**src/rtl/fetch_unit_if.sv**
```systemverilog
// Fetch-stage bus bundle: flash read port toward memory and the valid/ready
// instruction port toward decode. The fetch unit is the master of both.
interface fetch_unit_if;
  logic        mem_read;
  logic [26:0] mem_addr;
  logic [31:0] mem_inst;
  logic        if_valid;
  logic        if_ready;
  logic [31:0] if_inst;
  logic [31:0] if_pc;

  modport master (
    output mem_read, mem_addr, if_valid, if_inst, if_pc,
    input  mem_inst, if_ready
  );

  modport slave (
    input  mem_read, mem_addr, if_valid, if_inst, if_pc,
    output mem_inst, if_ready
  );
endinterface

```
**src/rtl/fetch_unit.sv**
```systemverilog
// Instruction fetch stage: owns the PC, issues one-cycle-latency flash reads,
// buffers returns with their PCs and hands them to decode; handles redirect/halt.
module fetch_unit #(
  parameter logic [31:0] RESET_PC   = 32'h0000_0000,
  parameter int          FIFO_DEPTH = 2
) (
  input  logic          clock,
  input  logic          reset,
  fetch_unit_if.master  bus,
  input  logic          redirect_valid,
  input  logic [31:0]   redirect_pc,
  input  logic          halt,
  output logic          fetch_idle
);

  localparam int PW = (FIFO_DEPTH > 1) ? $clog2(FIFO_DEPTH) : 1;
  localparam int CW = $clog2(FIFO_DEPTH + 1);

  typedef enum logic [1:0] {
    BOOT,
    RUN,
    HALT
  } state_t;

  state_t         state;
  logic [31:0]    pc;
  logic [31:0]    inflight_pc;
  logic           inflight;
  logic [31:0]    inst_buf [FIFO_DEPTH];
  logic [31:0]    pc_buf   [FIFO_DEPTH];
  logic [PW-1:0]  rd_ptr;
  logic [PW-1:0]  wr_ptr;
  logic [CW-1:0]  occ;
  logic [31:0]    last_inst;
  logic [31:0]    last_pc;
  logic           fifo_empty;
  logic           pop;
  logic           push;
  logic           issue;
  logic [CW:0]    credit;
  logic           redirect_low_unused;

  function automatic logic [PW-1:0] next_ptr(input logic [PW-1:0] p);
    return (p == PW'(FIFO_DEPTH - 1)) ? '0 : p + 1'b1;
  endfunction

  assign redirect_low_unused = ^redirect_pc[1:0];

  assign fifo_empty   = (occ == '0);
  assign bus.if_valid = !fifo_empty && !redirect_valid;
  assign pop          = bus.if_valid && bus.if_ready;
  assign push         = inflight && !redirect_valid;

  // Credit counts buffered plus in-flight words, so a return always has a slot.
  assign credit = {1'b0, occ} + {{CW{1'b0}}, inflight} - {{CW{1'b0}}, pop};
  assign issue  = (state == RUN) && !halt && !redirect_valid &&
                  (credit < (CW+1)'(FIFO_DEPTH));

  assign bus.mem_read = issue;
  assign bus.mem_addr = pc[28:2];
  assign bus.if_inst  = fifo_empty ? last_inst : inst_buf[rd_ptr];
  assign bus.if_pc    = fifo_empty ? last_pc   : pc_buf[rd_ptr];
  assign fetch_idle   = (state == HALT) && fifo_empty && !inflight;

  always_ff @(posedge clock or negedge reset) begin
    if (!reset) begin
      state       <= BOOT;
      pc          <= RESET_PC;
      inflight    <= 1'b0;
      inflight_pc <= 32'h0;
      rd_ptr      <= '0;
      wr_ptr      <= '0;
      occ         <= '0;
      last_inst   <= 32'h0;
      last_pc     <= 32'h0;
    end else begin
      case (state)
        BOOT:    state <= RUN;
        RUN:     if (halt)  state <= HALT;
        HALT:    if (!halt) state <= RUN;
        default: state <= BOOT;
      endcase

      if (redirect_valid)
        pc <= {redirect_pc[31:2], 2'b00};
      else if (issue)
        pc <= pc + 32'd4;

      inflight <= issue;
      if (issue)
        inflight_pc <= pc;

      if (pop) begin
        last_inst <= inst_buf[rd_ptr];
        last_pc   <= pc_buf[rd_ptr];
      end

      // A redirect drops both the buffered entries and the returning word.
      if (redirect_valid) begin
        rd_ptr <= '0;
        wr_ptr <= '0;
        occ    <= '0;
      end else begin
        if (push) wr_ptr <= next_ptr(wr_ptr);
        if (pop)  rd_ptr <= next_ptr(rd_ptr);
        occ <= occ + CW'(push) - CW'(pop);
      end
    end
  end

  always_ff @(posedge clock) begin
    if (push) begin
      inst_buf[wr_ptr] <= bus.mem_inst;
      pc_buf[wr_ptr]   <= inflight_pc;
    end
  end

  no_overflow: assert property (@(posedge clock) disable iff (!reset)
                                !(push && !pop && occ == CW'(FIFO_DEPTH)));

endmodule

```
**src/flat_wrapper.sv**
```systemverilog
// flat-port wrapper written by rule: the top's interface ports become plain ports
module fetch_unit_flat 
#(
  parameter logic [31:0] RESET_PC   = 32'h0000_0000,
  parameter int          FIFO_DEPTH = 2
)
  (clock, reset, redirect_valid, redirect_pc, halt, fetch_idle, bus_mem_read, bus_mem_addr, bus_if_valid, bus_if_inst, bus_if_pc, bus_mem_inst, bus_if_ready);
  fetch_unit_if bus_i ();
  input  logic clock;
  input  logic reset;
  input  logic redirect_valid;
  input  logic [31:0] redirect_pc;
  input  logic halt;
  output logic fetch_idle;
  output wire logic [$bits(bus_i.mem_read)-1:0] bus_mem_read;
  output wire logic [$bits(bus_i.mem_addr)-1:0] bus_mem_addr;
  output wire logic [$bits(bus_i.if_valid)-1:0] bus_if_valid;
  output wire logic [$bits(bus_i.if_inst)-1:0] bus_if_inst;
  output wire logic [$bits(bus_i.if_pc)-1:0] bus_if_pc;
  input wire logic [$bits(bus_i.mem_inst)-1:0] bus_mem_inst;
  input wire logic [$bits(bus_i.if_ready)-1:0] bus_if_ready;
  assign bus_mem_read = bus_i.mem_read;
  assign bus_mem_addr = bus_i.mem_addr;
  assign bus_if_valid = bus_i.if_valid;
  assign bus_if_inst = bus_i.if_inst;
  assign bus_if_pc = bus_i.if_pc;
  assign bus_i.mem_inst = bus_mem_inst;
  assign bus_i.if_ready = bus_if_ready;
  fetch_unit #(.RESET_PC(RESET_PC), .FIFO_DEPTH(FIFO_DEPTH)) u_core (.clock(clock), .reset(reset), .bus(bus_i), .redirect_valid(redirect_valid), .redirect_pc(redirect_pc), .halt(halt), .fetch_idle(fetch_idle));
endmodule
```
**config.mk**
```make
export PLATFORM = sky130hd
export DESIGN_NAME = fetch_unit_flat
export DESIGN_NICKNAME = d
export VERILOG_FILES = /design/src/rtl/fetch_unit_if.sv /design/src/rtl/fetch_unit.sv /design/src/flat_wrapper.sv
export SDC_FILE = /design/constraint.sdc
export NUM_CORES = 1
export LEC_CHECK = 0
export CAP_MARGIN = 0
export CELL_PAD_IN_SITES_DETAIL_PLACEMENT = 0
export CELL_PAD_IN_SITES_GLOBAL_PLACEMENT = 2
export CORE_MARGIN = 5
export CORE_UTILIZATION = 39
export CTS_CLUSTER_SIZE = 25
export DETAILED_ROUTE_END_ITERATION = 10
export PLACE_DENSITY_LB_ADDON = 0.08
export SLEW_MARGIN = 25
export SYNTH_ARGS = -nofsm -noshare
export SYNTH_HDL_FRONTEND = slang
export SYNTH_SLANG_ARGS = --single-unit
```
**constraint.sdc**
```tcl
create_clock -name clock -period 10 [get_ports clock]
set_clock_uncertainty 0.2 [all_clocks]
set_input_delay 3 -clock clock [delete_from_list [all_inputs] [get_ports clock]]
set_output_delay 3 -clock clock [all_outputs]
set_load 0.05 [all_outputs]
```
Word level (Yosys, flattened, before mapping)
Memory sizes are Yosys's and may differ from the RTL's.
Index checks and enable logic that the tools add are counted.
- input port bits: 69
- bits in writable memories: 128
- logic and storage cells: 57
- output and inout port bits: 94
- flip-flop bits (word level): 135
- memories: 2
- reduce and logical (&&, ||, !) cells: 18
- equality and inequality tests: 4
- $add $sub $neg: 7
- $lt $le $gt $ge: 1
- muxes and demuxes: 16
- memories (memory ; words ; bits a word ; read ports ; clocked after Yosys merged registers in ; write ports ; line ; text):
    u_core.inst_buf ; 2 ; 32 ; 1 ; 0 ; 1 ; fetch_unit.sv:29 ; logic [31:0] inst_buf [FIFO_DEPTH];
    u_core.pc_buf ; 2 ; 32 ; 1 ; 0 ; 1 ; fetch_unit.sv:30 ; logic [31:0] pc_buf [FIFO_DEPTH];
- operators by type and width (operator ; count):
    32-bit 2-to-1 mux ; 4
    32-bit by 3-bit adder with 32-bit output, second input constant ; 1
    1-bit logical AND ; 8
    1-bit 2-to-1 mux ; 8
    2-bit 2-to-1 mux ; 3
    2-bit case mux with 3 select lines ; 1
    2-bit nonzero test ; 3
    1-bit zero test ; 4
    2-bit zero test ; 2
    2-bit != test, second input constant ; 2
    2-bit by 1-bit adder with 3-bit output ; 1
    3-bit by 2-bit < comparator with 1-bit output, second input constant ; 1
    3-bit by 1-bit subtractor with 3-bit output ; 1
    1-bit adder, second input constant ; 2
    2-bit by 1-bit adder with 2-bit output ; 1
    2-bit by 1-bit == test with 1-bit output, second input constant ; 1
    2-bit == test, second input constant ; 1
    2-bit AND reduction ; 1
    2-bit by 1-bit subtractor with 2-bit output ; 1

Logic depth before layout (Yosys ltp)
Gate-level depths: netlist of run 1.
- word-level depth: 9
- gate-level depth with buffers: 13
- depth with buffers taken out: 11

Worst setup path after synthesis of run 1
Ideal clock, no wire load.
- kind: input port to output port
- start point: input redirect_valid
- end point: output bus_mem_read
- setup slack: 1.734 ns
- data arrival time: 5.066 ns
- stages on the path: 8
- path buffers: 2
- data required time: 6.800 ns
- cells stage by stage: clkbuf_1 -> nor3_1 -> o21ai_0 -> fa_1 -> and4bb_2 -> nand2_1 -> nor2_2 -> buf_2
- longest elaborated chain between the ends: 6
- elaborated cells on any way between the ends: 7
- classes of those cells: 1 x add/sub; 1 x order compare; 5 x reduce/logical
- RTL lines (what ; line ; text):
    start: declaration ; flat_wrapper.sv:11 ; input logic redirect_valid;
    1-bit zero test (*) ; fetch_unit.sv:50, fetch_unit.sv:56 ;
    1-bit logical AND ; fetch_unit.sv:50 ; assign bus.if_valid = !fifo_empty && !redirect_valid;
    1-bit logical AND ; fetch_unit.sv:51 ; assign pop = bus.if_valid && bus.if_ready;
    3-bit by 1-bit subtractor with 3-bit output ; fetch_unit.sv:55 ; assign credit = {1'b0, occ} + {{CW{1'b0}}, inflight} - {{CW{1'b0}}, pop};
    3-bit by 2-bit < comparator with 1-bit output ; fetch_unit.sv:57 ; (credit < (CW+1)'(FIFO_DEPTH));
    1-bit logical AND (*) ; fetch_unit.sv:56 ; assign issue = (state == RUN) && !halt && !redirect_valid &&
    end: declaration ; flat_wrapper.sv:15 ; output wire logic [$bits(bus_i.mem_read)-1:0] bus_mem_read;
Every way passes the cells marked *; elsewhere a longest branch is shown, timed or not.

Worst setup path in the final report of run 1
- start point: input bus_if_ready
- end point: output bus_mem_read
- longest elaborated chain between the ends: 4
- RTL lines (what ; line ; text):
    start: declaration ; flat_wrapper.sv:21 ; input wire logic [$bits(bus_i.if_ready)-1:0] bus_if_ready;
    1-bit logical AND ; fetch_unit.sv:51 ;
    3-bit by 1-bit subtractor with 3-bit output ; fetch_unit.sv:55 ;
    3-bit by 2-bit < comparator with 1-bit output ; fetch_unit.sv:57 ;
    1-bit logical AND ; fetch_unit.sv:56 ;
No other way between the ends.

==> impl_results.md, run 1 <==
- Worst hold path class: register to register
- Post-synthesis cell count: 853
- Tightest Pin Transition: 0.966 ns
- Max H-tree Level: 1
- Syn_area_per_cell: 12.5 µm²
- CTS clk-pin slew, worst paths: 0.06 ns
- Multi-input logic area: 0.00330 mm²
- Iter 0 DRT Violations: 348
- Status: completed
- Via density: 4.99
- CTS tree: yes
- Post-synth top area cell: edfxtp_1
- #FFs+latches synth: 253
- Vias in the first global route: 7071
- Clk sinks: 253
- Total power: 0.00422 W
- Fraction of layout cells with a size suffix above 1: 10.0%
- First-pass GRT wire length: 38000 µm
- Row cnt: 60
- Drt pass-1 iters: 4
- Slew margin rel.: 35.6%
- Die height: 175 µm
- Crit path capture type: primary output
- PwrDens: 317 mW/mm²
- FF-to-FF End: u_core.inflight_pc[8]
- Cells along the critical path: clkdlybuf4s50_1 -> nand2_1 -> nor2_4 -> buf_4 -> nor2b_1 -> o21ai_0 -> fa_1 -> and4bb_2 -> nand2_1 -> nor2_4 -> buf_12
- LEAKAGE: 4.87 nW
- RePlAce Congestion: 0.743
- Post-CTS setup buffer count: 0
- Root Driver: clkbuf_16
- Fmax: 114 MHz
- DIE WIDTH: 175 µm
- Netlist cell types: 39
- Warnings, synthesis: 0
- R2R setup slack: 5.96 ns
- Congestion Overflow GR: 0
- Core ar.: 0.0270 mm²
- Setup crit end: bus_mem_read
- FF+latch area: 0.00696 mm²
- DRC viols: 0
- PortBufs: 158
- RSZ-0062 raised after global routing: no
- Setup_tns: 0 ns
- Post-DRT Antenna Nets: 0
- Area contributors post-synth: edfxtp_1, dfrtp_1, mux2i_1
- Period utilization: 87.6%
- Overall routed net length: 23500 µm
- CTS max path bufs: 3
- Die Area: 0.0307 mm²
- Clock buffer count from CTS: 28
- CP Launch Point: bus_if_ready
- Reg2Reg Depth: 12
- R2R Path Start: u_core.occ[1]
- Hold_buf cts: 0
- Max stage delay on crit path: 0.48 ns
- Hold Vio Cnt, Final: 0
- CTS-repair resized insts: 0
- CP required: 6.80 ns
- Clock Latency Late Sink: 0.53 ns
- Filler cells: 2378
- Pin count of the biggest net entering global routing: 93
- Mapped cell area: 0.0107 mm²
- Final setup viols: 0
- Worst Path Arrival: 5.56 ns
- Dpl hpwl: 15000 µm
- Peak supply drop: 0.146 mV
- Top cell type's share of synthesized area: 34.9%
- Synthesis-to-layout area growth: 24.8%
- Starting Density: 39.5%
- Initial antenna violation count: 0
- Vias: 6675
- # IOs: 163
- Minimum clock period: 8.76 ns
- Fin. max-slew vios: 0
- All-Layer GR Usage: 15.2%
- Max cap viols: 0
- Wire length per cell: 17.5 µm
- Nets: 1047
- Slowest cell on the critical path: clkdlybuf4s50_1
- Setup CP Type: primary input to primary output
- Sequential cell area fraction in the yosys report: 65.2%
- CP Launch Type: primary input
- Worst-path fanout max: 35
- Antenna diodes: 0
==> cell usage after synthesis <==
cell,instances
nor2b_1,5
and4bb_2,1
xor2_1,15
and2_1,6
nor3_2,3
mux2_2,25
or2_1,1
buf_1,10
nor4_1,2
buf_4,29
ha_1,3
dfrtp_1,129
mux2_1,6
a21oi_1,124
nor3_1,1
nand3_1,9
edfxtp_1,124
and4_1,6
buf_6,1
xnor2_1,19
a21o_1,1
o21ai_0,12
nand4_2,1
mux2i_1,63
nor4_2,8
nand2_1,38
nand4_4,2
nor4b_1,1
o21ai_1,19
buf_2,18
fa_1,1
inv_1,3
clkbuf_1,18
nor2_2,2
nand4_1,10
nor2_1,130
conb_1,1
xnor2_2,1
and3_1,5
==> stage by stage <==
stage / setup slack, ns / util [%] / area [µm²] / hold WS (ns) / std cells
floorplan: 1.73 / - / 10700 / 0.235 / 854
global placement: 1.23 / 45.8 / 12300 / 0.247 / 1285
detailed placement: 1.20 / 45.8 / 12300 / 0.254 / 1285
CTS: 1.20 / 49.3 / 13300 / 0.263 / 1337
global route: 1.05 / 49.4 / 13300 / 0.283 / 1337
finish: 1.24 / 49.4 / 13300 / 0.262 / 1337
==> logic make-up (layout without fill, tap and decap cells) <==
logic type	after synthesis	after routing	synth area share, %
flops	253	253	65.2
mux	94	94	9.19
fa+ha+maj	4	4	0.540
compound gates	156	156	7.35
simple gates	231	231	10.6
xor+xnor	35	35	2.95
buf+inv	79	221	4.09
other cells	1	2	0.0352
==> critical path, delay by kind of cell <==
family	cells	cell delay, ns
AOI/OAI and AO/OA	1	0.19
buffers and inverters	3	0.99
adders and majority gates	1	0.44
and+or+nand+nor	6	0.91
==> worst min path at each step <==
| stage | startpoint | endpoint | slack [ns] | depth (start not counted) |
|---|---|---|---|---|
| CTS | u_core.inflight_pc[6] | u_core.pc_buf[1][6] | 0.26 | 0 |
| floorplan | u_core.inflight_pc[15] | u_core.pc_buf[0][15] | 0.23 | 0 |
| global route | u_core.inflight_pc[4] | u_core.pc_buf[1][4] | 0.28 | 0 |
| global placement | u_core.inflight_pc[21] | u_core.pc_buf[0][21] | 0.25 | 0 |
| finish | u_core.inflight_pc[6] | u_core.pc_buf[1][6] | 0.26 | 0 |
| detailed placement | u_core.inflight_pc[6] | u_core.pc_buf[0][6] | 0.25 | 0 |
==> cells in the final DEF (no fill, tap or decap), types with 2 or more instances in the layout <==
cell,netlist,routed
clkdlybuf4s50_1,0,155
nor2_1,130,130
dfrtp_1,129,128
a21oi_1,124,124
edfxtp_1,124,124
mux2i_1,63,63
nand2_1,38,38
clkbuf_16,0,30
mux2_2,25,25
xnor2_1,19,19
o21ai_1,19,19
xor2_1,15,15
o21ai_0,12,12
nand4_1,10,10
clkbuf_1,18,10
nand3_1,9,9
nor4_2,8,8
buf_4,29,7
mux2_1,6,6
and4_1,6,6
and3_1,5,5
and2_1,6,5
clkinv_2,0,5
nor2b_1,5,4
clkbuf_8,0,4
inv_1,3,3
nor3_2,3,3
ha_1,3,3
bufinv_16,0,3
nor2_4,0,2
nand4_4,2,2
nor4_1,2,2
conb_1,1,2
buf_6,1,2
==> routing by layer <==
layer / share of wire (%) / global-route usage, %
met4: 1.8 / 3.60
met1: 46 / 20.6
met5: 0 / 0
met2: 47 / 25.7
met3: 5.0 / 2.82
==> area by class of cell <==
cell class	instances	share of cell area, %
Sequential cell	253	52.3
Multi-Input combinational cell	522	24.8
Timing Repair Buffer	166	12.4
Clock buffer	44	6.34
Tap cell	341	3.21
Clock inverter	8	0.865
Inverter	3	0.0847
==> sequential cells by signal (all words and copies together), names as in the netlist <==
name	cells
u_core.inflight	1
u_core.inflight_pc	30
u_core.inst_buf	64
u_core.last_inst	32
u_core.last_pc	30
u_core.occ	2
u_core.pc	30
u_core.pc_buf	60
u_core.rd_ptr	1
u_core.state	2
u_core.wr_ptr	1
==> report_power, final <==
group          switching (W)  leakage (nW)  internal (W)
registers           0.000153          2.67       0.00137
clock network       0.000392         0.472      0.000654
logic                0.00108          1.73      0.000570
Power figures use the tool's default switching activity.
==> inputs of run 2 (changes only) <==
--- a/config.mk
+++ b/config.mk
@@ -8,8 +8,9 @@
 export CAP_MARGIN = 0
 export CELL_PAD_IN_SITES_DETAIL_PLACEMENT = 0
 export CELL_PAD_IN_SITES_GLOBAL_PLACEMENT = 2
+export CORE_ASPECT_RATIO = 1.75
 export CORE_MARGIN = 5
-export CORE_UTILIZATION = 39
+export CORE_UTILIZATION = 36
 export CTS_CLUSTER_SIZE = 25
 export DETAILED_ROUTE_END_ITERATION = 10
 export PLACE_DENSITY_LB_ADDON = 0.08
==> constraint.sdc (replaced) <==
create_clock -name clock -period 9.9 [get_ports clock]
set_clock_uncertainty 0.2 [all_clocks]
set_input_delay 2.97 -clock clock [delete_from_list [all_inputs] [get_ports clock]]
set_output_delay 2.97 -clock clock [all_outputs]
set_load 0.05 [all_outputs]
==> run 2 against run 1 <==
  * Final area shrank 1.1%
  * Via count shrank 2.2%
  * Combinational power is essentially flat
  * Non-clock buffer count grew 1
  * Critical path type unchanged
  * Largest cell class unchanged
  * Largest power group unchanged
==> impl_results.md, run 2 (same netlist as run 1, synthesis figures left out) <==
- Status: completed (unchanged)
- Filler cells: 2762 (was 2378)
- Drt pass-1 iters: 4 (unchanged)
- Sequential power share: 37.6% (was 36.0%)
- Clk sinks: 253 (unchanged)
- Die Area: 0.0333 mm² (was 0.0307 mm²)
- First-pass GRT wire length: 38200 µm (was 38000 µm)
- Cells along the critical path: clkdlybuf4s50_1 -> nand2_1 -> nor3_1 -> o21ai_0 -> fa_1 -> and4bb_2 -> nand2_1 -> nor2_4 -> buf_12 (was clkdlybuf4s50_1 -> nand2_1 -> nor2_4 -> buf_4 -> nor2b_1 -> o21ai_0 -> fa_1 -> and4bb_2 -> nand2_1 -> nor2_4 -> buf_12)
- Dpl cell area: 0.0124 mm² (was 0.0123 mm²)
- CTS-repair resized insts: 0 (unchanged)
- Multi-input logic area: 0.00330 mm² (unchanged)
- # IOs: 163 (unchanged)
- Highest metal layer with signal wires: met5 (was met4)
- FF-to-FF End: u_core.inflight_pc[24] (was u_core.inflight_pc[8])
- Slowest cell on the critical path: fa_1 (was clkdlybuf4s50_1)
- Clock buffer count from CTS: 25 (was 28)
- Largest Register: u_core.inst_buf (unchanged)
- Fin. max-slew vios: 0 (unchanged)
- WL met3: 1020 µm (was 1170 µm)
- Reg2Reg Depth: 10 (was 12)
- Max H-tree Level: 1 (unchanged)
- Vias: 6530 (was 6675)
- Row cnt: 83 (was 60)
- FF+latch area: 0.00696 mm² (unchanged)
- Crit path capture type: primary output (unchanged)
- Via density: 4.76 (was 4.99)
- Antenna diodes: 0 (unchanged)
- Vias in the first global route: 6685 (was 7071)
- Setup_tns: 0 ns (unchanged)
- PortBufs: 158 (unchanged)
- Starting Density: 36.4% (was 39.5%)
- Max cap viols: 0 (unchanged)
- Max FFs per register: 64 (unchanged)
- Dpl hpwl: 15500 µm (was 15000 µm)
- Minimum clock period: 8.57 ns
- Initial antenna violation count: 1 (was 0)
- WL met2: 12200 µm (was 11100 µm)
- Max stage delay on crit path: 0.50 ns (was 0.48 ns)
- Clock Latency Late Sink: 0.52 ns (was 0.53 ns)
- Worst hold path class: register to register (unchanged)
- Final setup viols: 0 (unchanged)
- Commonest non-fill, non-tap cell in the layout: clkdlybuf4s50_1 (unchanged)
- Overall routed net length: 23800 µm (was 23500 µm)
- Iter 0 DRT Violations: 242 (was 348)
- Synthesis-to-layout area growth: 23.4% (was 24.8%)
- R2R Path Start: u_core.occ[1] (unchanged)
- Peak supply drop: 0.150 mV (was 0.146 mV)
- Hold_buf cts: 0 (unchanged)
- R2R setup slack: 5.76 ns (was 5.96 ns)
- Net Sw Frac: 39.8% (was 38.6%)
- CP Launch Type: primary input (unchanged)
- PnR worst setup slack: 1.33 ns (was 1.24 ns)
- Place WS: 1.30 ns (was 1.20 ns)
- Clock network fraction of total power: 21.8% (was 24.8%)
- Post-CTS setup buffer count: 0 (unchanged)
- All-Layer GR Usage: 14.3% (was 15.2%)
- Largest regs: u_core.inst_buf x64, u_core.pc_buf x60, u_core.last_inst x32 (unchanged)
- Fraction of layout cells with a size suffix above 1: 9.49% (was 10.0%)
- Post-route cell area: 0.0132 mm² (was 0.0133 mm²)
- DIE WIDTH: 140 µm (was 175 µm)
- Period utilization: 86.6%
- Slew margin rel.: 36.1% (was 35.6%)
- Most used cells in the layout excluding fill and tap cells: clkdlybuf4s50_1, nor2_1, dfrtp_1 (unchanged)
- Core ar.: 0.0293 mm² (was 0.0270 mm²)
- Congestion Overflow GR: 0 (unchanged)
- CP required: 6.73 ns (was 6.80 ns)
- Internal power: 0.00246 W (was 0.00259 W)
- CP Launch Point: bus_if_ready (unchanged)
- Die height: 238 µm (was 175 µm)
- Comb power frac: 40.6% (was 39.2%)
- Worst-path fanout max: 5 (was 35)
- Wire length per cell: 17.4 µm (was 17.5 µm)
- Setup crit end: bus_mem_read (unchanged)
- DRT met1 WL: 10000 µm (was 10700 µm)
- DRC viols: 0 (unchanged)
- Nets: 1045 (was 1047)
- LEAKAGE: 4.78 nW (was 4.87 nW)
- RSZ-0062 raised after global routing: no (unchanged)
- Hold Vio Cnt, Final: 0 (unchanged)
- CTS max path bufs: 3 (unchanged)
- Setup CP Type: primary input to primary output (unchanged)
- RePlAce Congestion: 0.712 (was 0.743)
- Fmax: 117 MHz
- Tightest Pin Transition: 0.959 ns (was 0.966 ns)
- CTS tree: yes (unchanged)
- Switching power: 0.00163 W (was 0.00162 W)
- CTS clk-pin slew, worst paths: 0.07 ns (was 0.06 ns)
- Core Util, Final: 44.9% (was 49.4%)
- Cell mode on critical path: nand2_1
- Worst Hold Depth: 0 (unchanged)
- Worst Path Arrival: 5.40 ns (was 5.56 ns)
- Root Driver: clkbuf_16 (unchanged)
- PwrDens: 311 mW/mm² (was 317 mW/mm²)
- Post-DRT Antenna Nets: 0 (unchanged)
- Pin count of the biggest net entering global routing: 74 (was 93)
-- run 2: through the flow --
step                total power [W]  instances  hold slack, ns
finish                      0.00408       1372           0.264
global route                0.00431       1372           0.278
global placement            0.00322       1327           0.245
detailed placement          0.00324       1327           0.255
floorplan                   0.00269        854           0.235
CTS                         0.00416       1372           0.267
-- run 2: layout make-up --
type | count | share of cell area, %
inverters | 3 | 0.0856
clock buffers | 36 | 5.15
flip-flops and latches | 253 | 52.9
repair buffers | 167 | 12.6
clock inverters | 9 | 0.590
multi-input cells | 522 | 25.1
well taps | 382 | 3.63
-- run 2: how the worst min path moves through the flow --
stage	from	end
after detailed placement	u_core.inflight_pc[15]	u_core.pc_buf[1][15]
after CTS	u_core.inflight_pc[9]	u_core.pc_buf[0][9]
after global placement	u_core.inflight_pc[15]	u_core.pc_buf[1][15]
after global routing	u_core.inflight_pc[31]	u_core.pc_buf[1][31]
after floorplan	u_core.inflight_pc[15]	u_core.pc_buf[0][15]
final	u_core.inflight_pc[15]	u_core.pc_buf[1][15]
-- run 2: worst max-delay path, delay by kind of cell --
kind	cells	cell delay (ns)
AO/OA/AOI/OAI	1	0.17
adder cells (fa/ha/maj)	1	0.50
buffers and inverters	2	0.61
AND/OR/NAND/NOR	5	1.15
-- run 2: per-layer routing --
metal,GRT usage [%],vias up
li1,-,3220
met1,17.8,3135
met2,25.2,139
met3,2.54,34
met4,4.61,2
met5,0,-
-- run 2: power groups by stage --
stage	clock [W]	combinational, W	sequential (W)
after global routing	0.000970	0.00177	0.00157
after CTS	0.000932	0.00169	0.00154
final	0.000891	0.00166	0.00153
after floorplan	0	0.00119	0.00150
after global placement	0	0.00168	0.00154
after detailed placement	0	0.00169	0.00156
